**config.mk**
```make
export PLATFORM = sky130hd
export DESIGN_NAME = tl_sensor_qual
export DESIGN_NICKNAME = d
export VERILOG_FILES = /design/src/rtl/tl_pkg.sv /design/src/rtl/tl_sensor_chan.sv /design/src/rtl/tl_sensor_qual.sv
export SDC_FILE = /design/constraint.sdc
export NUM_CORES = 1
export LEC_CHECK = 0
export CORE_MARGIN = 4
export CORE_UTILIZATION = 55
export CTS_BUF_LIST = sky130_fd_sc_hd__clkbuf_2
export CTS_CLUSTER_DIAMETER = 100
export CTS_CLUSTER_SIZE = 10
export DETAILED_ROUTE_END_ITERATION = 8
export PLACE_DENSITY_LB_ADDON = 0.25
export SYNTH_ARGS = -nofsm -noshare
export SYNTH_HDL_FRONTEND = slang
export SYNTH_SLANG_ARGS = --single-unit
```
**constraint.sdc**
```tcl
create_clock -name clk -period 1.7 [get_ports clk]
set_input_delay 0.255 -clock clk [delete_from_list [all_inputs] [get_ports clk]]
set_output_delay 0.255 -clock clk [all_outputs]
set_load 0.01 [all_outputs]
```
**src/rtl/tl_pkg.sv**
```systemverilog
// Shared traffic-light definitions: sensor qualifier states and light codes
// used by tl_cntr.
package tl_pkg;

    typedef enum logic [1:0] {
        IDLE,
        QUAL,
        PRESENT,
        GAP
    } sq_state_t;

    localparam logic [1:0] LIGHT_GREEN  = 2'b00;
    localparam logic [1:0] LIGHT_YELLOW = 2'b01;
    localparam logic [1:0] LIGHT_RED    = 2'b10;

    // Counter width able to hold the larger of the debounce and hold lengths.
    function automatic int sq_cnt_w(input int deb, input int hold);
        int top;
        top = (deb > hold) ? deb : hold;
        return $clog2(top + 1);
    endfunction

endpackage

```
**src/rtl/tl_sensor_chan.sv**
```systemverilog
// One detector channel: 2-flop synchroniser, debounce/gap-hold FSM and a
// saturating arrival counter.
module tl_sensor_chan
    import tl_pkg::*;
#(
    parameter int DEB_CYCLES  = 4,
    parameter int HOLD_CYCLES = 8,
    parameter int CNT_W       = 8
) (
    input  logic             clk,
    input  logic             reset,
    input  logic             raw,
    input  logic             cnt_clr,
    output logic             t,
    output logic [CNT_W-1:0] veh
);

    localparam int CW = sq_cnt_w(DEB_CYCLES, HOLD_CYCLES);

    // cnt counts samples already seen, so the run completes when the
    // current sample is the last one.
    localparam logic [CW-1:0] DEB_LAST  = CW'(DEB_CYCLES - 1);
    localparam logic [CW-1:0] HOLD_LAST = CW'(HOLD_CYCLES - 1);
    localparam logic [CW-1:0] CNT_ONE   = CW'(1);

    logic            sync1;
    logic            s;
    sq_state_t       state;
    sq_state_t       state_nxt;
    logic [CW-1:0]   cnt;
    logic [CW-1:0]   cnt_nxt;
    logic            veh_inc;

    // NOTE: sequential state uses non-blocking assignments only, so every
    // flop samples the pre-edge value of the others.
    always_ff @(posedge clk) begin
        if (reset) begin
            sync1 <= 1'b0;
            s     <= 1'b0;
            state <= IDLE;
            cnt   <= '0;
        end else begin
            sync1 <= raw;
            s     <= sync1;
            state <= state_nxt;
            cnt   <= cnt_nxt;
        end
    end

    // NOTE: every output of this block gets a default first, so no branch
    // can leave a value unassigned and infer a latch.
    always_comb begin
        state_nxt = state;
        cnt_nxt   = cnt;
        veh_inc   = 1'b0;
        unique case (state)
            IDLE: begin
                if (s) begin
                    state_nxt = QUAL;
                    cnt_nxt   = CNT_ONE;
                end
            end
            QUAL: begin
                if (!s) begin
                    state_nxt = IDLE;
                    cnt_nxt   = '0;
                end else if (cnt == DEB_LAST) begin
                    state_nxt = PRESENT;
                    cnt_nxt   = '0;
                    veh_inc   = 1'b1;
                end else begin
                    cnt_nxt   = cnt + CNT_ONE;
                end
            end
            PRESENT: begin
                if (!s) begin
                    state_nxt = GAP;
                    cnt_nxt   = CNT_ONE;
                end
            end
            GAP: begin
                if (s) begin
                    state_nxt = PRESENT;
                    cnt_nxt   = '0;
                end else if (cnt == HOLD_LAST) begin
                    state_nxt = IDLE;
                    cnt_nxt   = '0;
                end else begin
                    cnt_nxt   = cnt + CNT_ONE;
                end
            end
            default: begin
                state_nxt = IDLE;
                cnt_nxt   = '0;
            end
        endcase
    end

    // Clear wins over a same-cycle arrival; the count sticks at all-ones.
    always_ff @(posedge clk) begin
        if (reset || cnt_clr) begin
            veh <= '0;
        end else if (veh_inc && (veh != '1)) begin
            veh <= veh + 1'b1;
        end
    end

    assign t = (state == PRESENT) || (state == GAP);

endmodule

```
**src/rtl/tl_sensor_qual.sv**
```systemverilog
// Qualifies the street A and B loop detectors into the Ta/Tb inputs of
// tl_cntr; two independent channel instances and nothing else.
module tl_sensor_qual #(
    parameter int DEB_CYCLES  = 4,
    parameter int HOLD_CYCLES = 8,
    parameter int CNT_W       = 8
) (
    input  logic             clk,
    input  logic             reset,
    input  logic             raw_a,
    input  logic             raw_b,
    input  logic             cnt_clr,
    output logic             Ta,
    output logic             Tb,
    output logic [CNT_W-1:0] veh_a,
    output logic [CNT_W-1:0] veh_b
);

    tl_sensor_chan #(
        .DEB_CYCLES  (DEB_CYCLES),
        .HOLD_CYCLES (HOLD_CYCLES),
        .CNT_W       (CNT_W)
    ) u_chan_a (
        .clk     (clk),
        .reset   (reset),
        .raw     (raw_a),
        .cnt_clr (cnt_clr),
        .t       (Ta),
        .veh     (veh_a)
    );

    tl_sensor_chan #(
        .DEB_CYCLES  (DEB_CYCLES),
        .HOLD_CYCLES (HOLD_CYCLES),
        .CNT_W       (CNT_W)
    ) u_chan_b (
        .clk     (clk),
        .reset   (reset),
        .raw     (raw_b),
        .cnt_clr (cnt_clr),
        .t       (Tb),
        .veh     (veh_b)
    );

endmodule

```
# Yosys cells after proc, flatten, opt, wreduce, memory -nomap -nowiden
# Index checks and enable logic that the tools add are counted.
[word_totals]
register_bits = 32
output_inout_bits = 18
[classes]
n_addsub = 4
n_eq_ne = 20
muxes = 34
n_reduce_logical = 11
[ops]
columns = ["op", "count"]
rows = [
  ["$mux 4", 12],
  ["$pmux 4 s4", 2],
  ["$mux 2", 12],
  ["$add 8x1->8 const B", 2],
  ["$ne 8x8->1 const B", 2],
  ["$pmux 2 s4", 2],
  ["$add 4x1->4 const B", 2],
  ["$eq 2x2->1 const B", 4],
  ["$eq 4x2->1 const B", 2],
  ["$eq 4x3->1 const B", 2],
  ["$reduce_and 4->1", 2],
  ["$mux 1", 6],
  ["$ne 3x1->1 const B", 2],
  ["$ne 3x3->1 const B", 2],
  ["$eq 2x1->1 const B", 2],
  ["$logic_not 2->1", 2],
  ["$ne 2x1->1 const B", 2],
  ["$ne 2x2->1 const B", 2],
  ["$reduce_and 2->1", 2],
  ["$logic_or 1x1->1", 3],
  ["$logic_and 1x1->1", 2],
]

# Longest topological paths before layout
[logic_depth]
word_depth = 5
mapped_depth = 6

# By module
# Synthesis repeated with hierarchy kept, for this count alone.
[unflattened]
hier_cells = 200
hier_area_um2 = 1720.4
[by_module_without_submodules]
columns = ["mod", "n_inst", "cells_per_inst", "area_per_inst_um2"]
rows = [
  ["tl_sensor_chan (u_chan_a)", 1, 103, 868.3],
  ["tl_sensor_chan (u_chan_b)", 1, 97, 852.1],
]

# Worst setup path before layout
# No wires, ideal clock.
[synth_timing]
path_kind = "reg2reg"
start = "register u_chan_b.cnt[0]"
end = "register u_chan_b.cnt[3]"
setup_time_ns = 0.074
t_arrival_ns = 1.426
path_slack_ns = 0.200
stages_incl_launch_ff = 6
path_cell_list = "dfxtp_1 > ha_1 > nor2b_1 > nor2b_1 > or4_1 > a31oi_1"
[synth_between]
elab_chain_cells = 4
elab_cells_between_ends = 8
classes_between = "add/sub: 1; eq/ne: 2; mux: 5"
[synth_lines]
columns = ["element", "line", "source"]
rows = [
  ["from (decl)", "tl_sensor_chan.sv:30", "logic [CW-1:0] cnt;"],
  ["from (signal assigned)", "tl_sensor_chan.sv:46", "cnt <= cnt_nxt;"],
  ["$add 4x1->4 (tied with other cells)", "tl_sensor_chan.sv:72, tl_sensor_chan.sv:89", ""],
  ["$mux 4, on equally long branches", "tl_sensor_chan.sv:85, tl_sensor_chan.sv:67", ""],
  ["$mux 4, on equally long branches", "tl_sensor_chan.sv:82, tl_sensor_chan.sv:64", ""],
  ["$pmux 4 s4 *", "tl_sensor_chan.sv:56", "unique case (state)"],
]
# Mark *: on every way between the ends. The rest lies on a longest branch, timed or not.
# A chain may end at the register's enable or synchronous reset.

# Worst setup path after layout
[layout_timing]
start = "register u_chan_a.veh[3]"
end = "output port veh_a[3]"
[layout_rtl]
columns = ["element", "line", "source"]
rows = [
  ["from (decl)", "tl_sensor_chan.sv:15", "output logic [CNT_W-1:0] veh"],
  ["from (signal assigned)", "tl_sensor_chan.sv:104", "veh <= veh + 1'b1;"],
  ["to (decl)", "tl_sensor_qual.sv:15", "output logic [CNT_W-1:0] veh_a,"],
]
# No word-level cell between the ends.

==> summary.txt <==
Clocking
  • Clk sink count: 32
  • Setup Buffers After CTS: 0
  • H-tree levels: 2
  • Post_cts resized: 5
  • Num CTS Buffers: 5
  • Hold Buf Count CTS: 0
  • Max Buffers Root-to-Sink: 2
  • CTS tree: built
  • Clock slew at reported path FFs: 0.16 ns
  • Clk root buf: clkbuf_2
  • Clk Latency, worst-skew pair: between 0.3 and 0.4 ns

Power
  • Pleak: between 0.7 and 0.8 nW
  • P per Cell Area: a little over 600 nW/um^2
  • Worst vdd ir: ~0.64 mV
  • Power Total: between 1 and 1.5 mW

Synthesis
  • Synth unique cells: 41
  • Synth area leader: dfxtp_1
  • Ys async rst share: 0%
  • Post-synth top area share: 41.1%
  • Seq/Total Area, Yosys: around two fifths
  • Seq cells post-synth: 32
  • Mapped Area: roughly 1600 um^2
  • Syn_nets: 189
  • Synth Flop Type: dfxtp_1
  • Syn. warnings: 0
  • Syn_area_per_cell: between 8 and 9 um^2
  • Post-synth EDFFs: 0
  • Mapped Cells: 180
  • Top post-synthesis cells by area: dfxtp_1 41%, nand3_1 3.9%, nor2_1 3.6%

Route
  • Drc violations: 0
  • Routed len/inst: ~14 um
  • Routed Antenna Nets: 0
  • Post-DR vias/cell: 5.97
  • DR iter-0 viols: 90
  • Routed via count: roughly 1,400
  • DRT Pass-1 Iters: 4
  • Routed wire length: 3360 um

Final layout
  • Post-Layout Inst Area: between 1500 and 2000 um^2
  • Layout Utilization: between 60% and 70%
  • Fraction of layout cells with a size suffix above 1: 14.7%
  • Layout area overhead: 19.7%
  • Most common cell after layout, fill and taps aside: clkdlybuf4s50_1
  • Fin nets: between 200 and 250
  • Filler cells: around 240
  • Ant. Diodes: 0
  • Most frequent cells in the layout: 22 x clkdlybuf4s50_1, 18 x dfxtp_1, 15 x nor2_1, 14 x dfxtp_2, 12 x nand3_1

Worst setup path
  • Crit-path slowest cell: clkdlybuf4s50_1
  • Crit path DAT: approximately 1.4 ns
  • CP max FO: 8
  • Crit-path leading delay family: buffers and inverters
  • WS Path Type: reg -> out
  • Crit-path cells: clkdlybuf4s50_1
  • Critical path launch point type: flop
  • Worst setup EP type: primary output
  • Worst EP required: 1.44 ns
  • Max incr delay on CP: roughly 0.56 ns
  • Bufs and invs on worst path: 1

Placement
  • Routability cong.: 0.868
  • I/O Buffers: 22
  • DP HPWL: about 2500 um
  • Pre-CTS setup slack: ~0.026 ns
  • Cell Area, Placed: 1810 um^2

Floorplanning
  • Core Rows: 19
  • Die width: 61.2 um
  • Placeable Area: 2730 um^2
  • DIE AREA: 3750 um^2
  • Boundary pin count: 23
  • Die Y: a little over 60 um
  • Initial Utilization: a little under three fifths

Global route
  • Initial antenna violation count: 0
  • Overall routing resource usage: about a fifth
  • Vias in the first global route: roughly 1,300
  • Largest net degree at the start of global routing: 18
  • GRT overflow: 0
  • First-pass GRT wire length: between 5000 and 6000 um

STA
  • Clock Skews: roughly 0.016 ns
  • Max Slew Vio Count: 0
  • Setup WS post-layout: approximately 0.076 ns
  • Final setup viols: 0
  • Hold Violations, Final: 0
  • Slew margin rel.: around 70%
  • Tmin final: 1.62 ns
  • RSZ-0062 raised after global routing: false
  • Max Clock Freq: 616 MHz
  • Setup_tns: 0 ns
  • Worst-margin pin slew: ~0.45 ns
  • Final period utilization: a little over nine tenths

Min path
  • Worst hold path type: in -> reg

Job
  • Max cap viols: 0

Outcome
  • Run status: completed
-- synth_stat cells, types with 2 or more instances --
cell      count
and4bb_2      2
and3_1        8
and4b_1       2
xor2_1        5
dfxtp_1      32
mux2i_1       5
nor2b_1       7
o211ai_1      3
nand2_1      11
buf_2         2
nor2_1       15
a31oi_1       5
inv_1         8
clkbuf_1      4
ha_1          4
nand3_1      12
o21ai_0       8
nand3b_1      3
a21oi_1       9
a211oi_1      2
nand4_1       7
or3_1         4
nor3_1        4
-- kinds of logic (layout without fill, tap and decap cells) --
kind of cell	Yosys count	in the layout	share of synthesized area, %
AOI/OAI and AO/OA	35	35	15.0
xor gates and xnor gates	6	6	3.85
adders and majority gates	4	4	3.21
buffers and inverters	17	41	4.57
DFF	32	32	41.1
muxes	5	5	3.21
and+or+nand+nor	81	81	29.1
-- metrics by stage --
stage / std cells / hold slack, ns
after floorplan: 180 / 0.383
after global placement: 228 / 0.420
after detailed placement: 228 / 0.441
after CTS: 235 / 0.400
after global routing: 235 / 0.386
final: 235 / 0.407
-- registers in the layout, indices dropped and copies added, names as in the netlist, named ones only --
| name | cells |
|---|---|
| u_chan_a.veh | 8 |
| u_chan_b.veh | 8 |
| u_chan_a.cnt | 4 |
| u_chan_b.cnt | 4 |
| u_chan_a.s | 1 |
| u_chan_a.state | 1 |
| u_chan_a.sync1 | 1 |
| u_chan_b.s | 1 |
| u_chan_b.state | 1 |
| u_chan_b.sync1 | 1 |
-- final cells by class --
cell class | count | area [um^2] | area share, %
clock buffer | 5 | 25.0 | 1.34
clock inverter | 2 | 7.51 | 0.402
inverter | 8 | 30.0 | 1.61
multi-input combinational | 131 | 856 | 45.9
sequential | 32 | 658 | 35.3
tap | 31 | 38.8 | 2.08
timing repair buffer | 26 | 250 | 13.4
-- path summary, 6_finish.rpt --
path                                     start                            to  slack, ns  cells after the start
setup / recovery  u_chan_a.veh[3]$_SDFFE_PP0P_                      veh_a[3]       0.08                      1
setup reg to reg  u_chan_b.cnt[0]$_SDFFE_PP0P_  u_chan_b.cnt[3]$_SDFFE_PP0P_       0.11                      5
hold / removal                           raw_b     u_chan_b.sync1$_SDFF_PP0_       0.41                      2
hold reg to reg      u_chan_a.sync1$_SDFF_PP0_         u_chan_a.s$_SDFF_PP0_       0.45                      1
-- routing by layer --
metal  global-route usage, %  vias to the layer above  share of wire [%]
li1                        -                      704                  -
met3                    7.97                        6                3.9
met5                       0                        -                  0
met2                    34.4                       23                 51
met1                    22.8                      670                 44
met4                    8.98                        0                1.4
-- where the power goes --
group,leakage [nW],switching (mW),internal [mW],total (mW)
Combinational,0.427,0.0307,0.0274,0.0582
Sequential,0.266,0.00878,0.759,0.768
Clock,0.0239,0.251,0.0845,0.336
No activity file was read; power rests on OpenSTA's default activity.
